===== src/rtl/gen_sel_op_stage_pkg.sv =====
// Shared encodings for the generate-selected operator stage: occupancy states
// and the lane positions inside the output bundle.
package gen_sel_op_stage_pkg;

    localparam int NUM_LANES = 4;

    localparam logic [1:0] OCC_EMPTY = 2'd0;
    localparam logic [1:0] OCC_ONE   = 2'd1;
    localparam logic [1:0] OCC_FULL  = 2'd2;

    // Lane offsets in out_data, r1 lives in the LSBs
    localparam int R1 = 0;
    localparam int R2 = 1;
    localparam int R3 = 2;
    localparam int R4 = 3;

endpackage


===== src/rtl/gen_sel_op_stage_lane_ops.sv =====
// Four lane operators, each chosen at elaboration from the P1..P3 constants.
// Purely combinational; no runtime operator select exists.
module gen_sel_lane_ops
    import gen_sel_op_stage_pkg::*;
#(
    parameter int WIDTH = 8,
    parameter int P1    = 5,
    parameter int P2    = 10,
    parameter int P3    = 3
) (
    input  logic [WIDTH-1:0]                d,
    output logic [NUM_LANES-1:0][WIDTH-1:0] r
);

    localparam int              LO      = WIDTH / 2;
    localparam logic [WIDTH-1:0] LO_MASK = (WIDTH'(1) << LO) - WIDTH'(1);

    if (P1 + P2 > 12) begin : g_r1_inc
        assign r[R1] = d + WIDTH'(1);
    end else begin : g_r1_dec
        assign r[R1] = d - WIDTH'(1);
    end

    if ((P1 > 3) && (P2 < 15)) begin : g_r2_dbl
        assign r[R2] = d << 1;
    end else begin : g_r2_half
        assign r[R2] = d >> 1;
    end

    if (P2 % P1 == 0) begin : g_r3_clr
        assign r[R3] = d & ~LO_MASK;
    end else begin : g_r3_set
        assign r[R3] = d | LO_MASK;
    end

    if ((P1 * P3) < (P2 + P3)) begin : g_r4_inv
        assign r[R4] = ~d;
    end else begin : g_r4_pass
        assign r[R4] = d;
    end

endmodule


===== src/rtl/gen_sel_op_stage.sv =====
// Operator stage: lanes computed on acceptance, buffered in a 2-entry FIFO,
// delivered in order over a valid/ready output with a transfer counter.
module gen_sel_op_stage
    import gen_sel_op_stage_pkg::*;
#(
    parameter int WIDTH = 8,
    parameter int P1    = 5,
    parameter int P2    = 10,
    parameter int P3    = 3
) (
    input  logic                 clk,
    input  logic                 rst_n,
    input  logic                 in_valid,
    output logic                 in_ready,
    input  logic [WIDTH-1:0]     in_data,
    output logic                 out_valid,
    input  logic                 out_ready,
    output logic [4*WIDTH-1:0]   out_data,
    output logic [15:0]          xfer_count
);

    logic [NUM_LANES-1:0][WIDTH-1:0] lanes;
    logic [1:0][4*WIDTH-1:0]         mem;
    logic [1:0]                      occ;
    logic                            wptr, rptr;
    logic                            push, pop;

    gen_sel_lane_ops #(
        .WIDTH (WIDTH),
        .P1    (P1),
        .P2    (P2),
        .P3    (P3)
    ) u_ops (
        .d (in_data),
        .r (lanes)
    );

    // Flags come from occupancy only, so they drop the moment reset asserts
    assign in_ready  = (occ != OCC_FULL);
    assign out_valid = (occ != OCC_EMPTY);
    assign push      = in_valid && in_ready;
    assign pop       = out_valid && out_ready;
    assign out_data  = mem[rptr];

    always_ff @(posedge clk or negedge rst_n) begin
        if (!rst_n) begin
            mem  <= '0;
            wptr <= 1'b0;
            rptr <= 1'b0;
        end else begin
            if (push) begin
                mem[wptr] <= lanes;
                wptr      <= ~wptr;
            end
            if (pop) rptr <= ~rptr;
        end
    end

    always_ff @(posedge clk or negedge rst_n) begin
        if (!rst_n) begin
            occ <= OCC_EMPTY;
        end else begin
            case (occ)
                OCC_EMPTY: if (push) occ <= OCC_ONE;
                OCC_ONE: begin
                    if (push && !pop)      occ <= OCC_FULL;
                    else if (pop && !push) occ <= OCC_EMPTY;
                end
                OCC_FULL:  if (pop) occ <= OCC_ONE;
                default:   occ <= OCC_EMPTY;
            endcase
        end
    end

    always_ff @(posedge clk or negedge rst_n) begin
        if (!rst_n)   xfer_count <= 16'd0;
        else if (pop) xfer_count <= xfer_count + 16'd1;
    end

endmodule


===== config.mk =====
export PLATFORM = sky130hd
export DESIGN_NAME = gen_sel_op_stage
export DESIGN_NICKNAME = d
export VERILOG_FILES = /design/src/rtl/gen_sel_op_stage_pkg.sv /design/src/rtl/gen_sel_op_stage_lane_ops.sv /design/src/rtl/gen_sel_op_stage.sv
export SDC_FILE = /design/constraint.sdc
export NUM_CORES = 1
export LEC_CHECK = 0
export ABC_AREA = 1
export CORE_MARGIN = 2
export CORE_UTILIZATION = 51
export CTS_BUF_LIST = sky130_fd_sc_hd__clkbuf_4 sky130_fd_sc_hd__clkbuf_8
export CTS_CLUSTER_SIZE = 14
export DETAILED_ROUTE_END_ITERATION = 8
export HOLD_SLACK_MARGIN = 0.05
export PLACE_DENSITY = 0.83
export SLEW_MARGIN = 20
export SYNTH_ARGS = -nofsm -noshare
export SYNTH_HDL_FRONTEND = slang
export SYNTH_SLANG_ARGS = --single-unit

===== constraint.sdc =====
create_clock -name clk -period 1.83 [get_ports clk]
set_input_delay 0.549 -clock clk [delete_from_list [all_inputs] [get_ports clk]]
set_output_delay 0.549 -clock clk [all_outputs]
set_load 0.05 [all_outputs]

# After elaboration in Yosys (flattened, before gate mapping)
# Cells that the tools add are included.
dict set report word_totals {
  wordCells 39
  ram_bits 0
  output_inout_bits 50
  latchBits 0
  n_memories 0
  rom_bits 0
  register_bits 84
}
dict set report op_classes {
  reduce_logical 10
  n_mul 0
  shift 0
  bitwise_logic 2
  n_addsub 2
  mux 10
  div 0
  order_cmp 3
  n_eq_ne 6
}
# op n
set op_table {}
lappend op_table {{2-to-1 mux 32 bit} 3}
lappend op_table {{bitwise mux 64 bit} 1}
lappend op_table {{demux 32 bit (select 1 bit)} 1}
lappend op_table {{adder 16 x 1 -> 16 bit (second input constant)} 1}
lappend op_table {{adder 8 x 1 -> 8 bit (second input constant)} 1}
lappend op_table {{2-to-1 mux 2 bit} 4}
lappend op_table {{!= test 2 bit (second input constant)} 3}
lappend op_table {{case mux 2 bit (3 select lines)} 1}
lappend op_table {{logical AND 1 bit} 5}
lappend op_table {{less-than comparator 1 x 2 -> 1 bit (second input constant)} 2}
lappend op_table {{!= test 3 bit (second input constant)} 1}
lappend op_table {{AND reduction 3 bit} 1}
lappend op_table {{equality test 2 x 1 -> 1 bit (second input constant)} 1}
lappend op_table {{equality test 2 bit (second input constant)} 1}
lappend op_table {{logical NOT 1 bit} 2}
lappend op_table {{logical NOT 2 bit} 1}
lappend op_table {{NOT 1 bit} 2}
lappend op_table {{nonzero test 2 bit} 1}
lappend op_table {{>= comparator 1 bit (second input constant)} 1}

# Depth between registers and ports, before layout
dict set report depth {
  ltp_word 7
  mapped_depth 8
  ltp_nobuf 8
}

# Hierarchy
# A second synthesis with hierarchy kept.
dict set report unflattened {
  hier_cells 519
  area_unflattened_um2 4217.8
}
# mod instances area_per_inst_um2 cells_each
set by_module_without_submodules {}
lappend by_module_without_submodules {gen_sel_op_stage 1 3898.7 466}
lappend by_module_without_submodules {gen_sel_lane_ops 1 319.1 53}

# Worst setup path after synthesis
# OpenSTA, ideal clock, no wires.
dict set report synth_timing {
  path_kind {register -> output}
  start {register rptr}
  end {output out_data[2]}
  path_stages_with_launch 3
  n_path_buf 1
  arrival_time_ns 1.682
  t_required_ns 1.281
  slack_ns -0.401
  cell_sequence {dfrtp_1 -> clkbuf_1 -> o21ai_0}
}
dict set report synth_via {
  elab_chain_cells 2
}
# item line
set synth_lines {}
lappend synth_lines {{start: declaration} gen_sel_op_stage.sv:25} ;# logic wptr, rptr;
lappend synth_lines {{start signal: assignment} gen_sel_op_stage.sv:55} ;# if (pop) rptr <= ~rptr;
lappend synth_lines {{2-to-1 mux 32 bit (not written as such) (2 in a row)} gen_sel_op_stage.sv:43} ;# assign out_data = mem[rptr];
lappend synth_lines {{end: declaration} gen_sel_op_stage.sv:18} ;# output logic [4*WIDTH-1:0] out_data,
# Every way passes these cells. The select of a mux whose other input is x is not followed.

# Worst setup path in the final report
dict set report layout_timing {
  start {register rptr}
  end {output out_data[9]}
}
# Same word-level chain as after synthesis.

==> impl_metrics.py <==
metrics = {
    "global_route": {
        "grt.total_usage_pct": 22.66,
        "overflow": 0,
        "first_global_vias": 2173,
        "grt_max_degree": 35,
        "grt_first_pass_wirelength_um": 9687,
        "antenna_found_initial": 0,
    },
    "sta": {
        "clock_skew_ns": 0.007297,
        "finalCriticalPeriod_ns": 1.923,
        "rsz0062_at_grt": "true",
        "fmax_ghz": 0.5199,
        "finalCritPeriodShare_pct": 105.1,
        "finalSetupTns_ns": -1.580,
        "hold_ws_ns": 0.1673,
        "finalHoldViolCount": 0,
        "finalSetupViolCount": 26,
        "slew_viol_final": 0,
        "setup_slack_ns": -0.09335,
    },
    "synthesis": {
        "synthFlopType": "dfrtp_1",
        "synthMuxAreaShare_pct": 0,
        "synth_common_cells": "nand2_1, dfrtp_1, inv_1",
        "async_flop_share_pct": 100.0,
        "syn_area_mm2": 0.002625,
        "synth_top_area_share_pct": 49.57,
        "synth_top_family_by_area": "simple AND/OR/NAND/NOR gates",
        "ys.warnings.count": 0,
        "yosys.area_share.simple_pct": 26.07,
        "yosys_register_bits": 52,
        "synth_cell_types": 27,
        "ys_top_cells_by_area": "dfrtp_1, nand2_1, buf_4, inv_1, xor2_1",
        "avgSynthCellArea_um2": 8.077,
        "synth_edf_count": 0,
        "synth_area_leader_cell": "dfrtp_1",
        "syn_inst": 325,
        "synthXorXnorAreaFrac_pct": 5.338,
        "ys_seq_area_share_pct": 49.57,
        "synth_fa_ha_area_share_pct": 0.9533,
        "synth.most_common_cell": "nand2_1",
        "synth_compound_area_share_pct": 6.625,
    },
    "place": {
        "io_buffers": 56,
        "dp_hpwl_um": 4288,
        "pre_cts_ws_ns": -0.1447,
        "gp_congestion": 0.8161,
        "placed_cells": 447,
    },
    "routing": {
        "vias_per_cell": 4.858,
        "wire_per_inst_um": 12.77,
        "ant_nets": 0,
        "routed_wl_um": 5861,
        "drtPass1Iterations": 4,
        "num_vias": 2230,
        "drc": 0,
        "drtIter0Drc": 114,
    },
    "setup_path": {
        "path_class": "reg -> out",
        "worst_r2r_path_depth": 8,
        "cp-end-kind": "output pin",
        "r2r-start": "xfer_count[0]",
        "reg2reg_slack_ns": 0.27,
        "reg2reg_to": "xfer_count[14]",
        "cp_max_fo": 9,
        "cp-start-kind": "flop",
        "worstSetupEndpoint": "out_data[9]",
        "worst_ep_required_time_ns": 1.28,
        "startpoint": "rptr",
        "arrival_ns": 1.37,
    },
    "floorplanning": {
        "num_rows": 26,
        "fp.dieW_um": 75.75,
        "initial_utilization_pct": 52.06,
        "dieArea_mm2": 0.005737,
        "coreArea_mm2": 0.005042,
        "io_pins": 62,
        "die_h_um": 75.75,
    },
    "status": {
        "violations": "negative setup slack",
        "status": "complete, but fails checks",
    },
    "clocking": {
        "h-tree-depth": 2,
        "root_buffer": "clkbuf_8",
        "cts_tree": "built",
        "cts-buffers-inserted": 5,
        "cts.sinks": 52,
        "clk_pin_slew_ns": 0.09,
        "insertion_delay_ns": 0.31,
        "max-clock-path-buffers": 2,
    },
    "pwr": {
        "power.leakage_nw": 1.828,
        "power.density_mw_per_mm2": 2064,
        "ir_drop_mv": 1.272,
    },
    "final_layout": {
        "fill_cells": 360,
        "fin_cells": 459,
        "n_antenna_cell": 0,
        "drive_gt1_share_pct": 27.51,
        "fin_util_pct": 72.58,
        "finalNetCount": 402,
        "multiInputGateArea_mm2": 0.001139,
        "seqCellArea_mm2": 0.001303,
        "synthToLayoutAreaGrowth_pct": 39.42,
    },
    "hold_path": {
        "hold_class": "in -> async",
    },
    "flow_run": {
        "cap_violations": 0,
    },
}
-- registers in the layout (all words and copies together), names as in the netlist --
name and count:
xfer_count 16, mem 32, occ 2, wptr 1, rptr 1
-- worst max-delay path, cell delays in order (launching register included) --
cell and delay [ns]:
dfrtp_2 0.46, buf_4 0.21, nand2_1 0.12, nand2_4 0.08, buf_4 0.19
-- stage by stage --
stage,total power [mW],cell area (um^2)
2_1_floorplan,5.204,2711
3_3_place_gp,6.544,3476
3_5_place_dp,6.644,3476
4_1_cts,7.564,3650
5_1_grt,7.984,3660
6_report,7.555,3660
-- cells by family after synthesis --
kind of cell | count (synthesis)
and+or+nand+nor | 161
buffers and inverters | 60
DFF | 52
AOI/OAI and AO/OA | 33
xor gates and xnor gates | 16
adders and majority gates | 2
other | 1
-- per-layer routing --
layer / share of wire (%) / wire length, um / track usage [%]
met3: 5.0 / 294 / 5.423
met1: 42 / 2482 / 27.67
met5: 0 / 0 / 0
met4: 1.9 / 109 / 8.772
met2: 51 / 2974 / 38.70
-- worst min path at each step --
stage,start,end,cells after the start
6_report,rst_n,mem[37],1
2_1_floorplan,rst_n,mem[0],0
3_3_place_gp,mem[35],mem[35],2
3_5_place_dp,mem[34],mem[34],2
5_1_grt,rst_n,mem[23],1
4_1_cts,rst_n,mem[23],1
-- cell type report --
| class | count | share of cell area, % |
|---|---|---|
| clock inverters | 1 | 0.2051 |
| repair buffers | 75 | 24.24 |
| inverters | 36 | 3.795 |
| flip-flops and latches | 52 | 35.59 |
| clock buffers | 7 | 2.462 |
| well taps | 70 | 2.393 |
| repair inverters | 1 | 0.2051 |
| multi-input cells | 217 | 31.11 |
-- what timing repair did --
| action | CTS | global route |
|---|---|---|
| hold buffers | 0 | 0 |
| gates cloned | 1 | 0 |
| buffers inserted | 2 | 1 |
| resized for setup | 16 | 1 |
| setup endpoints to repair | 27 | 27 |
| pin swaps | 1 | 1 |
-- placed cells by master (no fill, tap or decap), drive strengths merged --
cell type / n
nand3b: 1
nand4: 4
buf: 65
ha: 2
o21a: 2
nor2: 22
dfrtp: 52
or2: 1
o21ai: 30
nor3: 1
clkinvlp: 3
xor2: 12
conb: 5
nand2: 120
nand3: 12
inv: 35
a21oi: 1
xnor2: 4
clkdlybuf4s50: 10
clkbuf: 7
-- report_power, final --
| group | switching (mW) | total, mW | leakage, nW | internal (mW) |
|---|---|---|---|---|
| Sequential | 0.381 | 1.99 | 0.638 | 1.61 |
| Clock | 0.379 | 0.701 | 0.0479 | 0.323 |
| Combinational | 3.11 | 4.87 | 1.14 | 1.75 |
| Total | 3.87 | 7.55 | 1.83 | 3.68 |
Power figures use the tool's default switching activity.
